File: src/rtl/mem_stage.sv
// Memory stage: EXE/MEM register, data-memory req/ack access, buffered pixel writes, pixel reads, MEM/WB register.
// Latency: non-memory ops and buffered pixel writes reach MEM/WB one cycle after the stage register loads;
//   loads/stores wait for dmem_ack; pixel reads take at least 3 cycles.
// Backpressure: mem_stall holds upstream while the stage instruction is not completing.
//   The pixel write FIFO drains on pix_wr_valid && pix_wr_ready.
// Ports: clk/rst_n; exe_* instruction from EXE; dmem_* data memory handshake;
//   pix_wr_* FIFO head toward pixel memory; pix_rd_* pixel read; wb_* MEM/WB register.
// Optional: define PIX_ADDR_CLAMP_EN to clamp Ax/Ay (signed) to the screen before address generation.
module mem_stage #(
  parameter int PIX_FIFO_DEPTH = 4,
  parameter int SCREEN_W       = 320,
  parameter int SCREEN_H       = 240,
  parameter int PIX_ADDR_W     = 17
) (
  input  logic                  clk,
  input  logic                  rst_n,
  input  logic                  exe_valid,
  input  logic                  exe_regWrite,
  input  logic                  exe_pcSrc,
  input  logic                  exe_memWrite,
  input  logic                  exe_memPixWrite,
  input  logic [1:0]            exe_memToReg,
  input  logic [3:0]            exe_Rd,
  input  logic [31:0]           exe_aluResult,
  input  logic [31:0]           exe_trigResult,
  input  logic [31:0]           exe_Ax,
  input  logic [31:0]           exe_Ay,
  input  logic [31:0]           exe_WD,
  output logic                  mem_stall,
  output logic                  dmem_req,
  output logic                  dmem_we,
  output logic [31:0]           dmem_addr,
  output logic [31:0]           dmem_wdata,
  input  logic [31:0]           dmem_rdata,
  input  logic                  dmem_ack,
  output logic                  pix_wr_valid,
  input  logic                  pix_wr_ready,
  output logic [PIX_ADDR_W-1:0] pix_wr_addr,
  output logic [31:0]           pix_wr_data,
  output logic                  pix_rd_en,
  output logic [PIX_ADDR_W-1:0] pix_rd_addr,
  input  logic [31:0]           pix_rd_data,
  output logic                  wb_valid,
  output logic                  wb_regWrite,
  output logic                  wb_pcSrc,
  output logic [1:0]            wb_memToReg,
  output logic [3:0]            wb_Rd,
  output logic [31:0]           wb_dataMemRead,
  output logic [31:0]           wb_pixMemRead,
  output logic [31:0]           wb_aluResult,
  output logic [31:0]           wb_trigResult
);

  localparam int PTR_W = $clog2(PIX_FIFO_DEPTH);
  localparam int CNT_W = PTR_W + 1;

  typedef enum logic [2:0] {IDLE, DMEM, DRAIN, PRD, PRD_CAP} state_t;
  state_t state, next_state;

  // EXE/MEM stage register
  logic        s_valid, s_regWrite, s_pcSrc, s_memWrite, s_memPixWrite;
  logic [1:0]  s_memToReg;
  logic [3:0]  s_Rd;
  logic [31:0] s_alu, s_trig, s_Ax, s_Ay, s_WD;

  // Pixel write FIFO
  logic [PIX_ADDR_W-1:0] fifo_addr [PIX_FIFO_DEPTH];
  logic [31:0]           fifo_data [PIX_FIFO_DEPTH];
  logic [PTR_W-1:0]      wr_ptr, rd_ptr;
  logic [CNT_W-1:0]      count;
  logic                  fifo_full, fifo_pop, fifo_push;

  logic complete, ld_dmem, ld_pix, req_c;
  logic [15:0] ax_c, ay_c;
  logic [PIX_ADDR_W-1:0] pix_addr;

`ifdef PIX_ADDR_CLAMP_EN
  always_comb begin
    ax_c = s_Ax[15:0];
    ay_c = s_Ay[15:0];
    if ($signed(s_Ax) < 0)                 ax_c = '0;
    else if ($signed(s_Ax) > SCREEN_W - 1) ax_c = 16'(SCREEN_W - 1);
    if ($signed(s_Ay) < 0)                 ay_c = '0;
    else if ($signed(s_Ay) > SCREEN_H - 1) ay_c = 16'(SCREEN_H - 1);
  end
`else
  // Raw coordinates: upper halves and the row count play no part in addressing.
  assign ax_c = s_Ax[15:0];
  assign ay_c = s_Ay[15:0];
  logic unused_hi;
  assign unused_hi = ^{s_Ax[31:16], s_Ay[31:16]};
  localparam int unused_screen_h = SCREEN_H;
`endif

  assign pix_addr = PIX_ADDR_W'(32'(ay_c) * 32'(SCREEN_W) + 32'(ax_c));

  assign fifo_full = (count == CNT_W'(PIX_FIFO_DEPTH));
  assign fifo_pop  = pix_wr_valid && pix_wr_ready;

  // Next state, completion and handshake strobes
  always_comb begin
    next_state = state;
    complete   = 1'b0;
    ld_dmem    = 1'b0;
    ld_pix     = 1'b0;
    req_c      = 1'b0;
    fifo_push  = 1'b0;
    case (state)
      IDLE: begin
        if (s_valid) begin
          if (s_memWrite || s_memToReg == 2'b01) begin
            // Request goes out straight away so back-to-back data ops keep dmem_req high.
            req_c = 1'b1;
            if (dmem_ack) begin
              complete = 1'b1;
              ld_dmem  = (s_memToReg == 2'b01);
            end else begin
              next_state = DMEM;
            end
          end else if (s_memPixWrite) begin
            // A full FIFO still takes the write if its head leaves this cycle.
            if (!fifo_full || fifo_pop) begin
              fifo_push = 1'b1;
              complete  = 1'b1;
            end
          end else if (s_memToReg == 2'b10) begin
            // Older buffered writes must land before the read.
            next_state = (count == '0) ? PRD : DRAIN;
          end else begin
            complete = 1'b1;
          end
        end
      end
      DMEM: begin
        req_c = 1'b1;
        if (dmem_ack) begin
          complete   = 1'b1;
          ld_dmem    = (s_memToReg == 2'b01);
          next_state = IDLE;
        end
      end
      DRAIN:   if (count == '0) next_state = PRD;
      PRD:     next_state = PRD_CAP;
      PRD_CAP: begin
        complete   = 1'b1;
        ld_pix     = 1'b1;
        next_state = IDLE;
      end
      default: next_state = IDLE;
    endcase
  end

  assign mem_stall   = s_valid && !complete;
  assign dmem_req    = req_c;
  assign dmem_we     = req_c && s_memWrite;
  assign dmem_addr   = req_c ? s_alu : '0;
  assign dmem_wdata  = req_c ? s_WD  : '0;
  assign pix_rd_en   = (state == PRD);
  assign pix_rd_addr = pix_addr;

  assign pix_wr_valid = (count != '0);
  assign pix_wr_addr  = pix_wr_valid ? fifo_addr[rd_ptr] : '0;
  assign pix_wr_data  = pix_wr_valid ? fifo_data[rd_ptr] : '0;

  always_ff @(posedge clk or negedge rst_n) begin
    if (!rst_n) state <= IDLE;
    else        state <= next_state;
  end

  always_ff @(posedge clk or negedge rst_n) begin
    if (!rst_n) begin
      s_valid <= 1'b0; s_regWrite <= 1'b0; s_pcSrc <= 1'b0;
      s_memWrite <= 1'b0; s_memPixWrite <= 1'b0; s_memToReg <= '0; s_Rd <= '0;
      s_alu <= '0; s_trig <= '0; s_Ax <= '0; s_Ay <= '0; s_WD <= '0;
    end else if (!mem_stall) begin
      s_valid <= exe_valid;  // a bubble clears the valid bit
      if (exe_valid) begin
        s_regWrite <= exe_regWrite; s_pcSrc <= exe_pcSrc;
        s_memWrite <= exe_memWrite; s_memPixWrite <= exe_memPixWrite;
        s_memToReg <= exe_memToReg; s_Rd <= exe_Rd;
        s_alu <= exe_aluResult; s_trig <= exe_trigResult;
        s_Ax <= exe_Ax; s_Ay <= exe_Ay; s_WD <= exe_WD;
      end
    end
  end

  always_ff @(posedge clk) begin
    if (fifo_push) begin
      fifo_addr[wr_ptr] <= pix_addr;
      fifo_data[wr_ptr] <= s_WD;
    end
  end

  always_ff @(posedge clk or negedge rst_n) begin
    if (!rst_n) begin
      wr_ptr <= '0; rd_ptr <= '0; count <= '0;
    end else begin
      if (fifo_push) wr_ptr <= wr_ptr + 1'b1;
      if (fifo_pop)  rd_ptr <= rd_ptr + 1'b1;
      if (fifo_push && !fifo_pop)      count <= count + 1'b1;
      else if (!fifo_push && fifo_pop) count <= count - 1'b1;
    end
  end

  always_ff @(posedge clk or negedge rst_n) begin
    if (!rst_n) begin
      wb_valid <= 1'b0; wb_regWrite <= 1'b0; wb_pcSrc <= 1'b0; wb_memToReg <= '0;
      wb_Rd <= '0; wb_dataMemRead <= '0; wb_pixMemRead <= '0;
      wb_aluResult <= '0; wb_trigResult <= '0;
    end else if (complete) begin
      wb_valid       <= 1'b1;
      wb_regWrite    <= s_regWrite;
      wb_pcSrc       <= s_pcSrc;
      wb_memToReg    <= s_memToReg;
      wb_Rd          <= s_Rd;
      wb_aluResult   <= s_alu;
      wb_trigResult  <= s_trig;
      wb_dataMemRead <= ld_dmem ? dmem_rdata  : '0;
      wb_pixMemRead  <= ld_pix  ? pix_rd_data : '0;
    end else begin
      wb_valid <= 1'b0;
    end
  end

endmodule

File: config.mk
export PLATFORM = sky130hd
export DESIGN_NAME = mem_stage
export DESIGN_NICKNAME = d
export VERILOG_FILES = /design/src/rtl/mem_stage.sv
export SDC_FILE = /design/constraint.sdc
export NUM_CORES = 1
export LEC_CHECK = 0
export CORE_AREA = 2 2 201 203
export DETAILED_ROUTE_END_ITERATION = 8
export DIE_AREA = 0 0 203 205
export PLACE_DENSITY = 0.92
export SYNTH_ARGS = -nofsm -noshare
export SYNTH_HDL_FRONTEND = slang
export SYNTH_SLANG_ARGS = --single-unit
File: constraint.sdc
create_clock -name clk -period 6.8 [get_ports clk]
set_input_delay 1.36 -clock clk [delete_from_list [all_inputs] [get_ports clk]]
set_output_delay 1.36 -clock clk [all_outputs]
set_load 0.01 [all_outputs]
---- Word level (Yosys, flattened, before mapping) ----
Memories as Yosys holds them, arrays and structs flattened.
Index checks and enable logic that the tools add are counted.
operators by class
  add/subtract/negate cells ............... 5
  $mul .................................... 1
  equal/unequal tests ..................... 13
  muxes and demuxes ....................... 39
  bitwise operators ....................... 1
  reduce and logical (&&, ||, !) cells .... 17
operator list
  cell                     number
  $mux W32                 5
  $mux W3                  9
  $mux W1                  20
  $add A17 B16 Y17         1
  $mux W17                 1
  $mul A16 B3 Y11 const B  1
  $pmux W3 S4              1
  $ne A3 B3 Y1 const B     3
  $eq A3 B2 Y1 const B     2
  $eq A3 B3 Y1 const B     2
  $logic_not A3 Y1         2
  $ne A2 B2 Y1 const B     3
  $reduce_and A6 Y1        1
  $logic_and A1 B1 Y1      5
  $add A2 B1 Y2 const B    2
  $logic_not A1 Y1         4
  $pmux W1 S2              2
  $add A3 B1 Y3 const B    1
  $eq A3 B1 Y1 const B     1
  $pmux W1 S3              1
  $reduce_bool A3 Y1       1
  $sub A3 B1 Y3 const B    1
  $eq A2 B1 Y1 const B     1
  $eq A2 B2 Y1 const B     1
  4 further kinds          5
word-level totals
  flip-flop bits (word level) ............. 286
  bits in writable memories ............... 196
  input port bits ......................... 239
  output and inout port bits .............. 272
  memories kept ........................... 2
memories
  name       words  bits a word  read ports  clocked after memory_dff  write ports  RTL line  RTL
  fifo_data  4      32           1           0                         1            68        logic [31:0] fifo_data [PIX_FIFO_DEPTH];
  fifo_addr  4      17           1           0                         1            67        logic [PIX_ADDR_W-1:0] fifo_addr [PIX_FIFO_DEPTH];

---- Logic depth before layout (Yosys ltp) ----
  depth after elaboration ................. 12
  mapped depth ............................ 13
  depth with buffers taken out ............ 13

---- Least setup slack after synthesis ----
Ideal clock, no wire load.
  path kind ............................... register -> output
  from .................................... reg s_Ay[1]
  to ...................................... out pix_rd_addr[16]
  arrival time ............................ 3.127 ns
  required time ........................... 5.440 ns
  path slack .............................. 2.313 ns
  stages on the path, launching flop included .. 13
  buffers on the path ..................... 0
  cell sequence ........................... dfrtp_1 > ha_1 > ha_1 > fa_1 > a21o_1 > a21oi_1 > xnor2_1 > ha_1 > inv_1 > o32ai_1 > a311oi_1 > a21oi_1 > xnor2_1
between the ends
  word-level cells in the longest chain between the ends .. 2
RTL lines
  element                   RTL line  RTL
  start: declaration        64        logic [31:0] s_alu, s_trig, s_Ax, s_Ay, s_WD;
  start signal: assignment  174       s_alu <= '0; s_trig <= '0; s_Ax <= '0; s_Ay <= '0; s_WD <= '0;
  start signal: assignment  182       s_Ax <= exe_Ax; s_Ay <= exe_Ay; s_WD <= exe_WD;
  $mul A16 B3 Y11           95        assign pix_addr = PIX_ADDR_W'(32'(ay_c) * 32'(SCREEN_W) + 32'(ax_c));
  $add A17 B16 Y17          95
  end: declaration          41        output logic [PIX_ADDR_W-1:0] pix_rd_addr,
No other way between the ends.

---- Worst setup path in the final report ----
Ends and elaborated chain as after synthesis.

==> results by group <==
Final layout
  • Most frequent cells in the layout: 472 x clkdlybuf4s50_1, 279 x dfrtp_1, 196 x edfxtp_1, 137 x mux2_2, 113 x and2_1
  • Footprint of the multi-input gates: 0.006165 mm2
  • Layout area overhead: 34.21%
  • Fill cells: 2572
  • Sequential cell area: 0.01292 mm2
  • Nets@finish: 1882
  • N_diodes: 0
  • Most common cell after layout, fill and taps aside: clkdlybuf4s50_1
  • Share of layout cells above drive strength 1: 0.2201

Worst setup path
  • Setup crit end kind: output port
  • Critical path launch point type: flip-flop
  • R2r worst-path depth: 12
  • Crit-path cells: ha_1, ha_1, fa_1, a21o_1, a21oi_1, xnor2_1, ha_1, inv_1, o32ai_1, a311oi_1, a21oi_1, xnor2_1, clkdlybuf4s50_1
  • Worst reg2reg endpoint: fifo_addr[3][16]
  • CP arrival: 4740 ps
  • Slowest cell delay on critical path: 640 ps
  • Crit-path slowest cell: clkdlybuf4s50_1
  • Critical path class: reg2out
  • Top delay family on crit path: adder cells
  • Worst Path Buf+Inv: 2
  • CP most frequent cell: ha_1
  • Reg2reg start: s_Ay[1]
  • R2r setup slk: 3000 ps
  • Worst EP required: 5440 ps
  • Crit Path Max Fanout: 5

Yosys
  • Ys Warns: 0
  • Syn nets: 1412
  • Post-Synthesis Cells: 1140
  • Post-Syn Area: 0.01953 mm2
  • Leading area contributor after synthesis: dfrtp_1
  • Async set-reset flop share out of synthesis: 0.5891
  • Sequential fraction of the synthesis area: 0.6614
  • EDFF count, synth: 196
  • Syn avg cell area: 17.13 um2
  • Synth Flop Type: dfrtp_1
  • Synthesis-stage register bit count: 477
  • Top cells by area, synth: dfrtp_1 36%, edfxtp_1 30%, mux2_2 7.9%
  • Top cell type's share of synthesized area: 0.3600
  • Post-synth cell types: 46

Power
  • Leak: 10.45 nW
  • Worst vdd ir: 0.5912 mV
  • Design Power: 0.01590 W
  • Pwr per Cell Area: 606.4 mW/mm2

Global routing
  • GR Layer Usage met1: 0.2794
  • Met3 usage: 0.05647
  • Global-route wire length before repair: 74.55 mm
  • Met2 usage: 0.4181
  • Vias in the first global route: 12570
  • Pin count of the biggest net entering global routing: 188
  • Most Crowded Layer GR: met2
  • Initial antenna violation count: 2
  • Total GRT Usage: 0.2367
  • Total gr overflow: 0

CTS
  • CTS tree: done
  • # hold bufs at CTS: 0
  • Clock Latency Late Sink: 570 ps
  • Setup bufs post-CTS: 0
  • Max clock buf depth: 3
  • Resized cells post-CTS: 0
  • H-tree levels: 2
  • Cts bufs inserted: 48
  • Clock Tree Root: clkbuf_16
  • Reg clk slew, reported paths: 60 ps
  • Clk sink count: 477

Detailed routing
  • DRT Pass-1 Iters: 5
  • WL/cell: 22.65 um
  • Vias: 11770
  • Antenna Nets Post-Route: 0
  • Via/cell ratio: 5.414
  • DR iter-0 viols: 759
  • DRC violations left: 0
  • Post-Route WL: 49.23 mm

Floorplan
  • Core Area: 0.03937 mm2
  • Initial core utilization: 0.4961
  • Num rows: 73
  • Die W: 203 um
  • I/O pin count: 511
  • Die area: 0.04162 mm2
  • Die height: 205 um

Timing
  • Total negative setup slack: 0 ps
  • RSZ-0062 raised after global routing: no
  • Max Clock Skew: 13.88 ps
  • Final Hold Fails: 0
  • Fin crit share: 0.8965
  • Final setup violation count: 0
  • FMAX: 0.1640 GHz
  • Crit path time final: 6096 ps
  • Slew @ Worst Pin: 1069 ps
  • Slew headroom: 0.2872
  • Fin worst setup slack: 703.8 ps
  • Slew Viols, Final: 0

Flow run
  • Max_cap viols: 0

Place
  • I/O Buffers: 473
  • DP HPWL: 33.55 mm
  • Worst slack at placement: 1347 ps
  • Placer congestion estimate: 0.8904

Min path
  • Critical hold path startpoint: count[2]
  • WHS Path Cells: 1
  • Hold Path Class: reg2reg
  • Hold path endpoint: count[2]

Outcome
  • Status: finished, final reports clean
## how the worst max path moves through the flow
stage	end	cells past startpoint	from
after floorplan	pix_rd_addr[16]	12	s_Ay[1]
after global placement	pix_rd_addr[16]	13	s_Ay[1]
after detailed placement	pix_rd_addr[16]	13	s_Ay[1]
after CTS	pix_rd_addr[16]	13	s_Ay[1]
after global routing	pix_rd_addr[16]	13	s_Ay[1]
final	pix_rd_addr[16]	13	s_Ay[1]
## worst reg2reg max path, delay by kind of cell (launching register included)
kind / cells / cell delay (ps)
compound gates: 5 / 1050
xor+xnor: 2 / 620
fa+ha+maj: 4 / 1310
buf+inv: 1 / 120
flops: 1 / 440
## cell type report
class / count / area share
Clock buffer: 71 / 0.05337
Clock inverter: 18 / 0.004773
Inverter: 14 / 0.002005
Multi-Input combinational cell: 579 / 0.2352
Sequential cell: 477 / 0.4930
Tap cell: 525 / 0.02506
Timing Repair Buffer: 490 / 0.1866
## power breakdown
| group | switching [W] | leakage [nW] | internal, W |
|---|---|---|---|
| Combinational | 0.00376 | 4.50 | 0.00439 |
| Clock | 0.00107 | 0.755 | 0.00146 |
| Sequential | 0.000734 | 5.19 | 0.00448 |
| Total | 0.00556 | 10.5 | 0.0103 |
## per-stage QoR
stage,util,cell area (um2),std cells,hold WS (ps)
CTS,0.6659,26210,2174,490.8
floorplan,-,19530,1140,448.3
finish,0.6659,26210,2174,485.3
detailed placement,0.6271,24690,2085,478.9
global route,0.6659,26210,2174,515.1
global placement,0.6271,24690,2085,466.1
## cells by family (layout without fill, tap and decap cells)
logic type / Yosys count / count (layout) / share of synthesized area
xor gates and xnor gates: 21 / 21 / 0.009417
muxes: 256 / 256 / 0.1893
and+or+nand+nor: 166 / 166 / 0.05112
buffers and inverters: 84 / 593 / 0.02454
adders and majority gates: 33 / 33 / 0.02229
AOI/OAI and AO/OA: 103 / 103 / 0.04196
DFF: 477 / 477 / 0.6614
## metal layers
metal | wire length [um] | vias up
met5 | 0 | -
met2 | 25780 | 482
met1 | 18310 | 6024
li1 | - | 5170
met4 | 1746 | 0
met3 | 3400 | 93
## synthesized netlist by cell type, types with 2 or more instances
master,instances
nand4_1,2
nor4_1,4
nand2_1,6
ha_1,30
nor3b_1,2
nor4b_1,2
or2_2,2
or4_1,2
o21a_1,4
a21oi_1,13
edfxtp_1,196
nor2b_1,2
nor2_1,17
inv_1,14
o21ai_0,5
buf_4,7
clkbuf_1,28
a22o_1,64
mux4_2,49
xor2_1,5
buf_6,15
xnor2_1,16
or3_1,3
mux2_2,137
a31oi_1,2
and2_1,117
a21o_1,4
nor3_1,3
dfrtp_1,281
fa_1,3
mux2_4,70
buf_2,20
a211oi_1,2
## registers in the layout, indices dropped and copies added, names as in the netlist, 11 cells and up
signal / count
s_alu: 32
wb_pixMemRead: 32
wb_dataMemRead: 32
s_Ax: 16
s_Ay: 11
s_trig: 32
wb_trigResult: 32
s_WD: 32
fifo_addr: 68
wb_aluResult: 32
fifo_data: 128
No activity file was read; power rests on OpenSTA's default activity.
